File: config.mk
export PLATFORM = sky130hd
export DESIGN_NAME = cdce_serial_writer_flat
export DESIGN_NICKNAME = d
export VERILOG_FILES = /design/src/rtl/cdce_serial_writer_if.sv /design/src/rtl/cdce_serial_writer.sv /design/src/flat_wrapper.sv
export SDC_FILE = /design/constraint.sdc
export NUM_CORES = 1
export LEC_CHECK = 0
export ABC_AREA = 1
export BUFFER_PORTS_ARGS = -buffer_cell sky130_fd_sc_hd__buf_2
export CORE_MARGIN = 5
export CORE_UTILIZATION = 47
export DETAILED_ROUTE_END_ITERATION = 10
export GPL_TIMING_DRIVEN = 0
export PLACE_DENSITY = 0.69
export SLEW_MARGIN = 40
export SYNTH_ARGS = -nofsm -noshare
export SYNTH_HDL_FRONTEND = slang
export SYNTH_SLANG_ARGS = --single-unit
File: constraint.sdc
create_clock -name i_clk -period 3.53 [get_ports i_clk]
set_clock_uncertainty 0.05 [all_clocks]
set_input_delay 0.706 -clock i_clk [delete_from_list [all_inputs] [get_ports i_clk]]
set_output_delay 0.706 -clock i_clk [all_outputs]
set_load 0.02 [all_outputs]
File: src/rtl/cdce_serial_writer_if.sv
// Command handshake and SPI-style pins between the command controller, the
// serial writer and the CDCE device.
interface cdce_serial_writer_if #(
    parameter int WORD_WIDTH = 20
);
    logic                  start_transaction;
    logic [WORD_WIDTH-1:0] command;
    logic                  serial_ready;
    logic                  sclk;
    logic                  mosi;
    logic                  le;

    modport master (
        output start_transaction,
        output command,
        input  serial_ready,
        input  sclk,
        input  mosi,
        input  le
    );

    modport slave (
        input  start_transaction,
        input  command,
        output serial_ready,
        output sclk,
        output mosi,
        output le
    );
endinterface

File: src/rtl/cdce_serial_writer.sv
// Serial shift engine for the CDCE SPI-style port: captures one command word per
// request, shifts it out on SCLK/MOSI and pulses LE to latch it into the device.
module cdce_serial_writer #(
    parameter int WORD_WIDTH = 20,
    parameter int CLK_DIV    = 4,
    parameter bit LSB_FIRST  = 1'b1
) (
    input  logic                 i_clk,
    input  logic                 i_reset,
    cdce_serial_writer_if.slave  bus
);
    localparam int HW = (CLK_DIV > 1) ? $clog2(CLK_DIV) : 1;
    localparam int BW = $clog2(WORD_WIDTH);
    localparam logic [HW-1:0] H_LAST = HW'(CLK_DIV - 1);
    localparam logic [BW-1:0] B_LAST = BW'(WORD_WIDTH - 1);

    typedef enum logic [2:0] {
        S_IDLE,
        S_SHIFT_LOW,
        S_SHIFT_HIGH,
        S_HOLD,
        S_LATCH
    } state_t;

    state_t                r_state, w_state_nxt;
    logic [HW-1:0]         r_hcnt, w_hcnt_nxt;
    logic [BW-1:0]         r_bcnt, w_bcnt_nxt;
    logic [WORD_WIDTH-1:0] r_sreg, w_sreg_nxt;
    logic                  r_ready, w_ready_nxt;
    logic                  r_sclk, w_sclk_nxt;
    logic                  r_mosi, w_mosi_nxt;
    logic                  r_le, w_le_nxt;
    logic                  w_phase_end;
    logic [WORD_WIDTH-1:0] w_shifted;

    function automatic logic first_bit(input logic [WORD_WIDTH-1:0] word);
        return LSB_FIRST ? word[0] : word[WORD_WIDTH-1];
    endfunction

    function automatic logic [WORD_WIDTH-1:0] advance(input logic [WORD_WIDTH-1:0] word);
        return LSB_FIRST ? (word >> 1) : (word << 1);
    endfunction

    assign w_phase_end = (r_hcnt == H_LAST);
    assign w_shifted   = advance(r_sreg);

    always_comb begin
        w_state_nxt = r_state;
        w_hcnt_nxt  = (r_state == S_IDLE || w_phase_end) ? '0 : r_hcnt + HW'(1);
        w_bcnt_nxt  = r_bcnt;
        w_sreg_nxt  = r_sreg;
        w_ready_nxt = r_ready;
        w_sclk_nxt  = r_sclk;
        w_mosi_nxt  = r_mosi;
        w_le_nxt    = r_le;
        case (r_state)
            S_IDLE: begin
                if (bus.start_transaction) begin
                    w_state_nxt = S_SHIFT_LOW;
                    w_sreg_nxt  = bus.command;
                    w_mosi_nxt  = first_bit(bus.command);
                    w_bcnt_nxt  = '0;
                    w_ready_nxt = 1'b0;
                    w_le_nxt    = 1'b0;
                    w_sclk_nxt  = 1'b0;
                end
            end
            S_SHIFT_LOW: begin
                if (w_phase_end) begin
                    w_state_nxt = S_SHIFT_HIGH;
                    w_sclk_nxt  = 1'b1;
                end
            end
            S_SHIFT_HIGH: begin
                if (w_phase_end) begin
                    w_sclk_nxt = 1'b0;
                    // mosi only moves on the falling sclk edge, keeping it stable around each rise
                    if (r_bcnt == B_LAST) begin
                        w_state_nxt = S_HOLD;
                    end else begin
                        w_state_nxt = S_SHIFT_LOW;
                        w_bcnt_nxt  = r_bcnt + BW'(1);
                        w_sreg_nxt  = w_shifted;
                        w_mosi_nxt  = first_bit(w_shifted);
                    end
                end
            end
            S_HOLD: begin
                if (w_phase_end) begin
                    w_state_nxt = S_LATCH;
                    w_le_nxt    = 1'b1;
                    w_mosi_nxt  = 1'b0;
                end
            end
            S_LATCH: begin
                if (w_phase_end) begin
                    w_state_nxt = S_IDLE;
                    w_ready_nxt = 1'b1;
                end
            end
            default: w_state_nxt = S_IDLE;
        endcase
    end

    always_ff @(posedge i_clk or posedge i_reset) begin
        if (i_reset) begin
            r_state <= S_IDLE;
            r_hcnt  <= '0;
            r_bcnt  <= '0;
            r_ready <= 1'b1;
            r_sclk  <= 1'b0;
            r_mosi  <= 1'b0;
            r_le    <= 1'b1;
        end else begin
            r_state <= w_state_nxt;
            r_hcnt  <= w_hcnt_nxt;
            r_bcnt  <= w_bcnt_nxt;
            r_ready <= w_ready_nxt;
            r_sclk  <= w_sclk_nxt;
            r_mosi  <= w_mosi_nxt;
            r_le    <= w_le_nxt;
        end
    end

    // The shift register is pure data and is always reloaded on capture.
    always_ff @(posedge i_clk) begin
        r_sreg <= w_sreg_nxt;
    end

    assign bus.serial_ready = r_ready;
    assign bus.sclk         = r_sclk;
    assign bus.mosi         = r_mosi;
    assign bus.le           = r_le;
endmodule

File: src/flat_wrapper.sv
// flat-port wrapper written by rule: the top's interface ports become plain ports
module cdce_serial_writer_flat 
#(
    parameter int WORD_WIDTH = 20,
    parameter int CLK_DIV    = 4,
    parameter bit LSB_FIRST  = 1'b1
)
  (i_clk, i_reset, bus_start_transaction, bus_command, bus_serial_ready, bus_sclk, bus_mosi, bus_le);
  cdce_serial_writer_if #(.WORD_WIDTH(WORD_WIDTH)) bus_i ();
  input  logic i_clk;
  input  logic i_reset;
  input wire logic [$bits(bus_i.start_transaction)-1:0] bus_start_transaction;
  input wire logic [$bits(bus_i.command)-1:0] bus_command;
  output wire logic [$bits(bus_i.serial_ready)-1:0] bus_serial_ready;
  output wire logic [$bits(bus_i.sclk)-1:0] bus_sclk;
  output wire logic [$bits(bus_i.mosi)-1:0] bus_mosi;
  output wire logic [$bits(bus_i.le)-1:0] bus_le;
  assign bus_i.start_transaction = bus_start_transaction;
  assign bus_i.command = bus_command;
  assign bus_serial_ready = bus_i.serial_ready;
  assign bus_sclk = bus_i.sclk;
  assign bus_mosi = bus_i.mosi;
  assign bus_le = bus_i.le;
  cdce_serial_writer #(.WORD_WIDTH(WORD_WIDTH), .CLK_DIV(CLK_DIV), .LSB_FIRST(LSB_FIRST)) u_core (.i_clk(i_clk), .i_reset(i_reset), .bus(bus_i));
endmodule
==> run_results.csv, run 1 <==
group,metric,value,unit
setup_path,crit_type,"reg2reg",
power_and_ir_drop,leakagePower,0.947,nW
clock_tree,clock-sinks,33,
clock_tree,cts_made_buffers,5,
drt,ant_nets,0,
synthesis,ys.flop_type,"edfxtp_1",
synthesis,yosysTopAreaCell,"edfxtp_1",
synthesis,ys_async_sr_fraction,42.4,%
timing,rsz0062_at_grt,"no",
timing,post-route-period-util,59.2,%
die,die_y,68.1,um
grt,grt_usage,14.4,%
placement,hpwl,2120,um
setup_path,critical_path.startpoint_type,"flip-flop",
grt,gr-total-overflow,0,
synthesis,netlist_area,1590,sq um
grt,grt_max_degree,20,
synthesis,avgSynthCellArea,8.68,sq um
power_and_ir_drop,power,1.33,mW
setup_path,critical_path_arrival,2.02,ns
drt,wl_per_cell,10.5,um
setup_path,path_cells,"ha_1 -> nand2_1 -> inv_1 -> nand2_1 -> nand2_1 -> nand2_2 -> nand2_4 -> inv_1",
grt,antenna_found_initial,0,
setup_path,end_kind,"flip-flop",
clock_tree,cts.path.max_buffers,2,
finish,finalNetCount,241,
synthesis,synth_area_leaders,"edfxtp_1 36%, nand2_1 21%, dfrtp_1 19%",
setup_path,slowest_delay,0.52,ns
drt,drtIter0Drc,90,
die,die_x,68.1,um
clock_tree,clk_latency,0.33,ns
timing,drv_slew,0,
die,ios,27,
clock_tree,cts_hold_buf,0,
finish,insertedDiodeCount,0,
timing,fin_crit,2.09,ns
drt,via_count,1205,
synthesis,synthDistinctLibCells,23,
synthesis,yosysSeqAreaShare,58.2,%
clock_tree,root_buffer,"clkbuf_4",
setup_path,crit_fanout,19,
synthesis,synth_warnings,0,
timing,relSlewSlack,52.9,%
min_path,min_path_type,"in2async",
grt,grt_pass1_wl,4840,um
setup_path,crit_top_cell,"nand2_1",
synthesis,netlist_instances,183,
synthesis,ys_seq_elements,33,
drt,routed_wl,2750,um
clock_tree,cts-resized-gates,0,
die,start_util,48.0,%
timing,worst_pin_slew,0.705,ns
finish,fin_util,55.3,%
drt,first_pass_iters,4,
placement,port_buffers,26,
die,fp-row-count,21,
timing,finalSetupTns,0,ns
clock_tree,cts_tree,"built",
clock_tree,clkTransAtPathRegs,0.11,ns
synthesis,syn_nets,208,
timing,setup_viol,0,
run,drv_cap,0,
synthesis,yosys.area.top_type_share,35.9,%
timing,final-hold-violation-count,0,
placement,place_congestion,0.866,
clock_tree,cts_setup_buffers,0,
drt,vias_per_cell,4.58,
die,dieArea,4640,sq um
drt,drc_errors,0,
synthesis,synth_edf_count,19,
power_and_ir_drop,powerDensity,724,nW/um^2
setup_path,worstPathRequired,3.45,ns
power_and_ir_drop,ir_drop,0.329,mV
die,coreArea,3310,sq um
finish,drive_above_1_share,22.6,%
timing,fmax,478,MHz
grt,grt_pass1_vias,1147,
outcome,status,"finished clean",
setup_path,cpMaxStageDelayCell,"inv_1",
finish,area_delta_synth_final,15.3,%
clock_tree,htreeDepth,2,
## metal layers
metal / up-vias / part of all wire [%] / track usage (%)
li1: 644 / - / -
met1: 532 / 49 / 18.7
met2: 23 / 44 / 20.6
met3: 6 / 5.4 / 5.58
met4: 0 / 2.1 / 7.44
met5: - / 0 / 0
## synthesized netlist by cell type (all sizes together), types with 2 or more instances
cell	n
o21ai	4
inv	16
dfrtp	12
xor2	2
nand3	9
nor2	14
nand4	2
nand2	92
dfstp	2
edfxtp	19
ha	2
nor3	2
buf	4
## worst paths after layout
| check | slack, ns | cells after the start | startpoint | endpoint |
|---|---|---|---|---|
| max | 1.44 | 8 | u_core.r_bcnt[0] | u_core.r_sreg[18] |
| min | 0.34 | 2 | i_reset | u_core.r_bcnt[1] |
| max reg2reg | 1.44 | 8 | u_core.r_bcnt[0] | u_core.r_sreg[18] |
| min reg2reg | 0.40 | 1 | u_core.r_hcnt[0] | u_core.r_hcnt[0] |
| max in group asynchronous | 2.73 | 2 | i_reset | u_core.bus.le |
| min in group i_clk | 0.40 | 1 | u_core.r_hcnt[0] | u_core.r_hcnt[0] |
## layout by cell type (no fill, tap or decap), drive strengths merged
master and n:
dfstp 2, edfxtp 19, nand4 2, nand3 9
inv 16, o31ai 1, nor3 2, o21bai 1
nand2 92, nor2 14, a21oi 1, clkbuf 5
o21ai 4, ha 2, buf 30, xor2 2
clkinv 2, clkinvlp 1, dfrtp 12
## critical path, delay by kind of cell (launching register included)
kind	cells	cell delay [ns]
simple gates	5	0.47
flops	1	0.42
fa+ha+maj	1	0.24
buf+inv	2	0.56
## metrics by stage
| stage | setup slack [ns] | instances | area, sq um | hold slack (ns) |
|---|---|---|---|---|
| final | 1.44 | 263 | 1830 | 0.335 |
| after floorplan | 1.68 | 183 | 1590 | 0.358 |
| after CTS | 1.40 | 263 | 1830 | 0.354 |
| after detailed placement | 1.37 | 255 | 1780 | 0.397 |
| after global routing | 1.27 | 263 | 1830 | 0.382 |
| after global placement | 1.36 | 255 | 1780 | 0.376 |
## area by class of cell
cell class / instances / area, sq um
fillers: 340 / 1480
clock buffers: 5 / 37.5
flip-flops and latches: 33 / 923
plain buffers: 4 / 31.3
repair buffers: 26 / 130
inverters: 16 / 60.1
clock inverters: 3 / 17.5
well taps: 46 / 57.6
multi-input cells: 130 / 573
## cells by family (layout without fill, tap and decap cells)
logic type / after synthesis / in the layout / synth area share, %
AND/OR/NAND/NOR: 119 / 119 / 30.9
flip-flops: 33 / 33 / 58.2
buffers and inverters: 20 / 54 / 5.75
AO/OA/AOI/OAI: 7 / 7 / 2.52
adder cells (fa/ha/maj): 2 / 2 / 1.58
XOR/XNOR: 2 / 2 / 1.10
## registers in the layout, indices dropped and copies added (netlist names)
name,count
u_core.bus.le,1
u_core.bus.mosi,1
u_core.bus.sclk,1
u_core.bus.serial_ready,1
u_core.r_bcnt,5
u_core.r_hcnt,2
u_core.r_sreg,19
u_core.r_state,3
## power breakdown
part | total [mW] | internal, mW | switching (mW)
Sequential | 0.660 | 0.594 | 0.0657
Combinational | 0.460 | 0.150 | 0.309
Clock | 0.206 | 0.0750 | 0.131
Total | 1.33 | 0.820 | 0.506
Power figures use the tool's default switching activity.
==> run 2, diff against run 1 <==
- ABC_AREA: 1 -> 0
- PLACE_DENSITY: 0.69 -> 0.71
- clock period: 3.53 -> 1.7 ns (I/O delays scaled with it)
==> run_results.csv, run 2 <==
group,metric,value,unit
timing,fin_crit,1.65,ns
drt,wl_per_cell,13.4,um
finish,drive_above_1_share,32.3,%
grt,gr-total-overflow,0,
setup_path,crit_type,"reg2reg",
finish,finalNetCount,185,
setup_path,path_cells,"ha_1 -> nand4bb_4 -> a31oi_4 -> nor2_4 -> buf_12",
timing,setup_viol,0,
die,fp-row-count,21,
drt,dr_wl_met3,133,um
grt,antenna_found_initial,0,
drt,vias_per_cell,5.01,
synthesis,avgSynthCellArea,12.7,sq um
finish,area_delta_synth_final,19.9,%
clock_tree,cts_made_buffers,5,
run,drv_cap,0,
power_and_ir_drop,leakagePower,0.759,nW
setup_path,worstPathRequired,1.74,ns
finish,fin_area,1900,sq um
setup_path,crit_fanout,19,
finish,layout_commonest_cell,"buf_2",
setup_path,critical_path.startpoint_type,"flip-flop",
synthesis,ys_top_cells_by_count,"19 x edfxtp_1, 19 x mux2_1, 12 x dfrtp_1",
clock_tree,cts_tree,"built",
synthesis,yosysTopAreaCell,"edfxtp_1",
clock_tree,clkTransAtPathRegs,0.10,ns
placement,dp_slack,-0.256,ns
placement,dp.cells,197,
timing,post-route-period-util,96.8,%
die,coreArea,3310,sq um
grt,grt_pass1_vias,1076,
setup_path,end_kind,"flip-flop",
power_and_ir_drop,ir_drop,0.591,mV
timing,rsz0062_at_grt,"no",
drt,met1_length,1250,um
synthesis,syn_nets,150,
grt,grt_max_degree,20,
clock_tree,clock-sinks,33,
placement,dpl_cell_area,1780,sq um
clock_tree,root_buffer,"clkbuf_4",
die,ios,27,
grt,grt_pass1_wl,4730,um
finish,fin_util,57.4,%
synthesis,ys_async_sr_fraction,42.4,%
drt,first_pass_iters,4,
finish,fin_cells,207,
setup_path,critical_path_arrival,1.69,ns
finish,layout_common_cells,"29 x buf_2, 19 x mux2_1, 19 x edfxtp_1",
finish,largest_register_ffs,19,
synthesis,synth_area_leaders,"edfxtp_1 36%, dfrtp_1 19%, mux2_1 14%",
timing,worst_pin_slew,0.531,ns
placement,port_buffers,26,
min_path,min_path_type,"in2reg",
synthesis,yosys.area.top_type_share,36.0,%
die,dieArea,4630,sq um
synthesis,synth_warnings,0,
synthesis,ys_seq_elements,33,
setup_path,cpLargestDelayFamily,"flip-flops",
grt,grt_usage,13.9,%
synthesis,yosysSeqAreaShare,58.3,%
drt,drtIter0Drc,33,
power_and_ir_drop,powerDensity,1300,nW/um^2
clock_tree,htreeDepth,2,
outcome,status,"finished clean",
finish,top_register,"u_core.r_sreg",
timing,drv_slew,0,
die,die_y,68.1,um
clock_tree,clk_latency,0.33,ns
timing,fmax,607,MHz
timing,final-hold-violation-count,0,
placement,hpwl,1960,um
timing,timing.final.ws_setup,0.0538,ns
finish,top_regs,"u_core.r_sreg x19, u_core.r_bcnt x5, u_core.r_state x3",
setup_path,path_buf_inv,1,
synthesis,netlist_instances,125,
synthesis,synthDistinctLibCells,27,
clock_tree,cts.path.max_buffers,2,
setup_path,slowest_delay,0.41,ns
die,start_util,47.8,%
synthesis,netlist_area,1580,sq um
finish,insertedDiodeCount,0,
drt,top_layer,"met4",
synthesis,ys.flop_type,"edfxtp_1",
drt,drc_errors,0,
synthesis,synth_edf_count,19,
drt,via_count,1037,
drt,wl_met2,1340,um
placement,place_congestion,0.786,
drt,routed_wl,2770,um
die,die_x,68.1,um
setup_path,cpMaxStageDelayCell,"dfrtp_1",
drt,ant_nets,0,
timing,relSlewSlack,64.5,%
-- run 2: metal layers --
metal	up-vias	global-route usage (%)
met5	-	0
met4	0	6.70
met1	488	17.5
met2	20	22.1
li1	524	-
met3	5	3.78
-- run 2: path summary, 6_finish.rpt --
path                                  startpoint  slack (ns)                end  cells after the start
max in group asynchronous                i_reset        0.70      u_core.bus.le                      3
worst min register to register  u_core.r_hcnt[0]        0.41   u_core.r_hcnt[0]                      1
worst min-delay path             bus_command[17]        0.24  u_core.r_sreg[17]                      2
worst max register to register  u_core.r_bcnt[0]        0.05  u_core.r_sreg[14]                      5
worst max-delay path            u_core.r_bcnt[0]        0.05  u_core.r_sreg[14]                      5
min in group asynchronous                i_reset        0.53    u_core.bus.sclk                      3
-- run 2: worst register-to-register path: cells and delay by family, from the launching register on --
| kind | cells | cell delay [ns] |
|---|---|---|
| adder cells (fa/ha/maj) | 1 | 0.28 |
| buffers and inverters | 1 | 0.15 |
| AO/OA/AOI/OAI | 1 | 0.27 |
| flip-flops | 1 | 0.41 |
| AND/OR/NAND/NOR | 2 | 0.24 |
-- run 2: cells by family after synthesis --
logic type / Yosys count / share of synthesized area [%]
AO/OA/AOI/OAI: 25 / 9.56
multiplexers: 19 / 13.5
AND/OR/NAND/NOR: 36 / 12.9
adder cells (fa/ha/maj): 2 / 1.58
buffers and inverters: 10 / 4.19
flip-flops: 33 / 58.3
-- run 2: power by group --
group          switching [mW]  total [mW]  internal [mW]
clock                   0.254       0.411          0.157
sequential             0.0862        1.16           1.07
combinational           0.496       0.903          0.407
-- run 2: final cells by class --
type,instances,area (sq um)
inverter,2,7.51
tap,46,57.6
multi-input combinational,82,636
clock buffer,6,41.3
fill,287,1410
clock inverter,2,10.0
buffer,8,63.8
sequential,33,923
timing repair buffer,28,160
-- run 2: through the flow --
stage	power [mW]	setup TNS [ns]	hold slack (ns)
2_1_floorplan	1.81	0	0.178
3_3_place_gp	1.98	-4.34	0.342
3_5_place_dp	2.02	-4.85	0.353
4_1_cts	2.49	0	0.217
5_1_grt	2.66	0	0.216
6_report	2.47	0	0.239
-- run 2: repair_timing --
item / CTS / global route
hold buffers: 1 / 0
pin swaps: 1 / 0
hold endpoints to repair: 12 / 0
setup buffers: 1 / 0
endpoints found under the setup margin: 19 / 29
gates resized for setup: 3 / 4
==> run 3, diff against run 2 <==
- SETUP_SLACK_MARGIN: not set -> 0.3
==> run_results.csv, run 3 (synthesis gave the netlist of run 2 again) <==
group,metric,value,unit
outcome,status,"finished clean",
grt,globalRouteMet2Util,25.4,%
finish,layout_common_cells,"25 x buf_2, 19 x mux2_4, 19 x edfxtp_1",
drt,via_count,1126,
timing,post-route-period-util,90.7,%
timing,hold-worst-slack,0.262,ns
power_and_ir_drop,powerDensity,1330,nW/um^2
finish,largest_register_ffs,19,
grt,use_met3,5.75,%
timing,fmax,648,MHz
clock_tree,cts_tree,"built",
setup_path,crit_type,"reg2reg",
grt,grt_pass1_wl,5330,um
clock_tree,root_buffer,"clkbuf_4",
placement,dp_slack,-0.177,ns
run,drv_cap,0,
placement,place_congestion,0.845,
drt,drtIter0Drc,33,
clock_tree,cts_made_buffers,5,
drt,first_pass_iters,4,
finish,fin_util,65.2,%
placement,hpwl,2080,um
grt,gr-total-overflow,0,
clock_tree,htreeDepth,2,
drt,vias_per_cell,5.17,
timing,relSlewSlack,63.9,%
die,ios,27,
grt,grt_pass1_vias,1144,
drt,routed_wl,3190,um
finish,fillerInstances,277,
die,dieArea,4630,sq um
setup_path,crit_fanout,19,
grt,antenna_found_initial,0,
setup_path,critical_path.startpoint_type,"flip-flop",
die,die_x,68.1,um
grt,grt.busiest_layer,"met2",
die,coreArea,3310,sq um
min_path,min_path_type,"in2reg",
drt,ant_nets,0,
setup_path,end_kind,"flip-flop",
clock_tree,cts.path.max_buffers,2,
grt,met1_usage,19.5,%
power_and_ir_drop,leakagePower,0.891,nW
finish,top_register,"u_core.r_sreg",
die,die_y,68.1,um
timing,drv_slew,0,
clock_tree,clk_latency,0.32,ns
grt,grt_usage,16.0,%
setup_path,worstPathRequired,1.68,ns
finish,drive_above_1_share,48.8,%
setup_path,critical_path_arrival,1.53,ns
timing,setup_viol,0,
die,fp-row-count,21,
finish,regArea,923,sq um
placement,port_buffers,26,
timing,final-hold-violation-count,0,
timing,worst_pin_slew,0.541,ns
die,start_util,47.8,%
timing,timing.final.ws_setup,0.158,ns
grt,grt_max_degree,20,
timing,rsz0062_at_grt,"yes",
timing,fin_crit,1.54,ns
drt,wl_per_cell,14.6,um
finish,multi_input_area,737,sq um
finish,top_regs,"u_core.r_sreg x19, u_core.r_bcnt x5, u_core.r_state x3",
finish,layout_commonest_cell,"buf_2",
drt,drc_errors,0,
clock_tree,clock-sinks,33,
power_and_ir_drop,ir_drop,0.768,mV
finish,area_delta_synth_final,36.3,%
finish,insertedDiodeCount,0,
clock_tree,clkTransAtPathRegs,0.10,ns
finish,finalNetCount,196,
run 3: cell types whose count changed in the layout (fill, tap and decap cells not counted), moves of 2 or more:
cell and change:
o21ai_1 +2, buf_2 -4, ha_4 +2, clkinv_2 -2
buf_6 +3, mux2_1 -19, o21ai_0 -2, mux2_4 +19
buf_4 +9
run 3: where the power goes:
part           internal (mW)  switching [mW]
logic                  0.699           0.577
clock network          0.159           0.244
registers               1.08           0.114
run 3: through the flow:
stage                     std cells  total power [mW]  TNS (ns)  area, sq um
after global placement          197              2.09     -2.93         1850
after CTS                       216              2.79         0         2090
final                           218              2.87         0         2160
after floorplan                 125              1.92         0         1660
after detailed placement        197              2.14     -3.36         1850
after global routing            218              3.08         0         2160
run 3: final timing paths:
| path | end | slack [ns] | start | cells after the start |
|---|---|---|---|---|
| min | u_core.r_sreg[7] | 0.26 | bus_command[7] | 2 |
| max | u_core.r_sreg[17] | 0.16 | u_core.r_state[0] | 5 |
| max in group asynchronous | u_core.bus.serial_ready | 0.67 | i_reset | 3 |
| max reg2reg | u_core.r_sreg[17] | 0.16 | u_core.r_state[0] | 5 |
| min in group asynchronous | u_core.r_state[2] | 0.55 | i_reset | 3 |
| min reg2reg | u_core.r_hcnt[0] | 0.46 | u_core.r_hcnt[0] | 1 |
run 3: layout make-up:
cell class / count / area share, %
Buffer: 8 / 4.11
Clock buffer: 7 / 2.09
Clock inverter: 1 / 0.174
Inverter: 2 / 0.348
Multi-Input combinational cell: 82 / 34.1
Sequential cell: 33 / 42.8
Tap cell: 46 / 2.67
Timing Repair Buffer: 39 / 13.7
run 3: layer usage:
layer / routed length [um] / share of wire [%] / vias to the layer above
met2: 1640 / 51 / 23
met5: 0 / 0 / -
met1: 1340 / 42 / 547
li1: - / - / 549
met3: 147 / 4.6 / 7
met4: 63 / 2.0 / 0
run 3: critical path, cell delays in order, from the launching register on:
cell and delay [ns]:
dfrtp_1 0.41, buf_6 0.15, or2_1 0.22, buf_6 0.14
nor2_4 0.12, buf_12 0.17
run 3: repair_timing:
action,CTS,global route
pin swaps,3,3
setup buffers,9,1
gates cloned,1,1
resized for setup,16,13
setup endpoints to repair,42,48
hold buffers,1,0
endpoints found under the hold margin,12,0
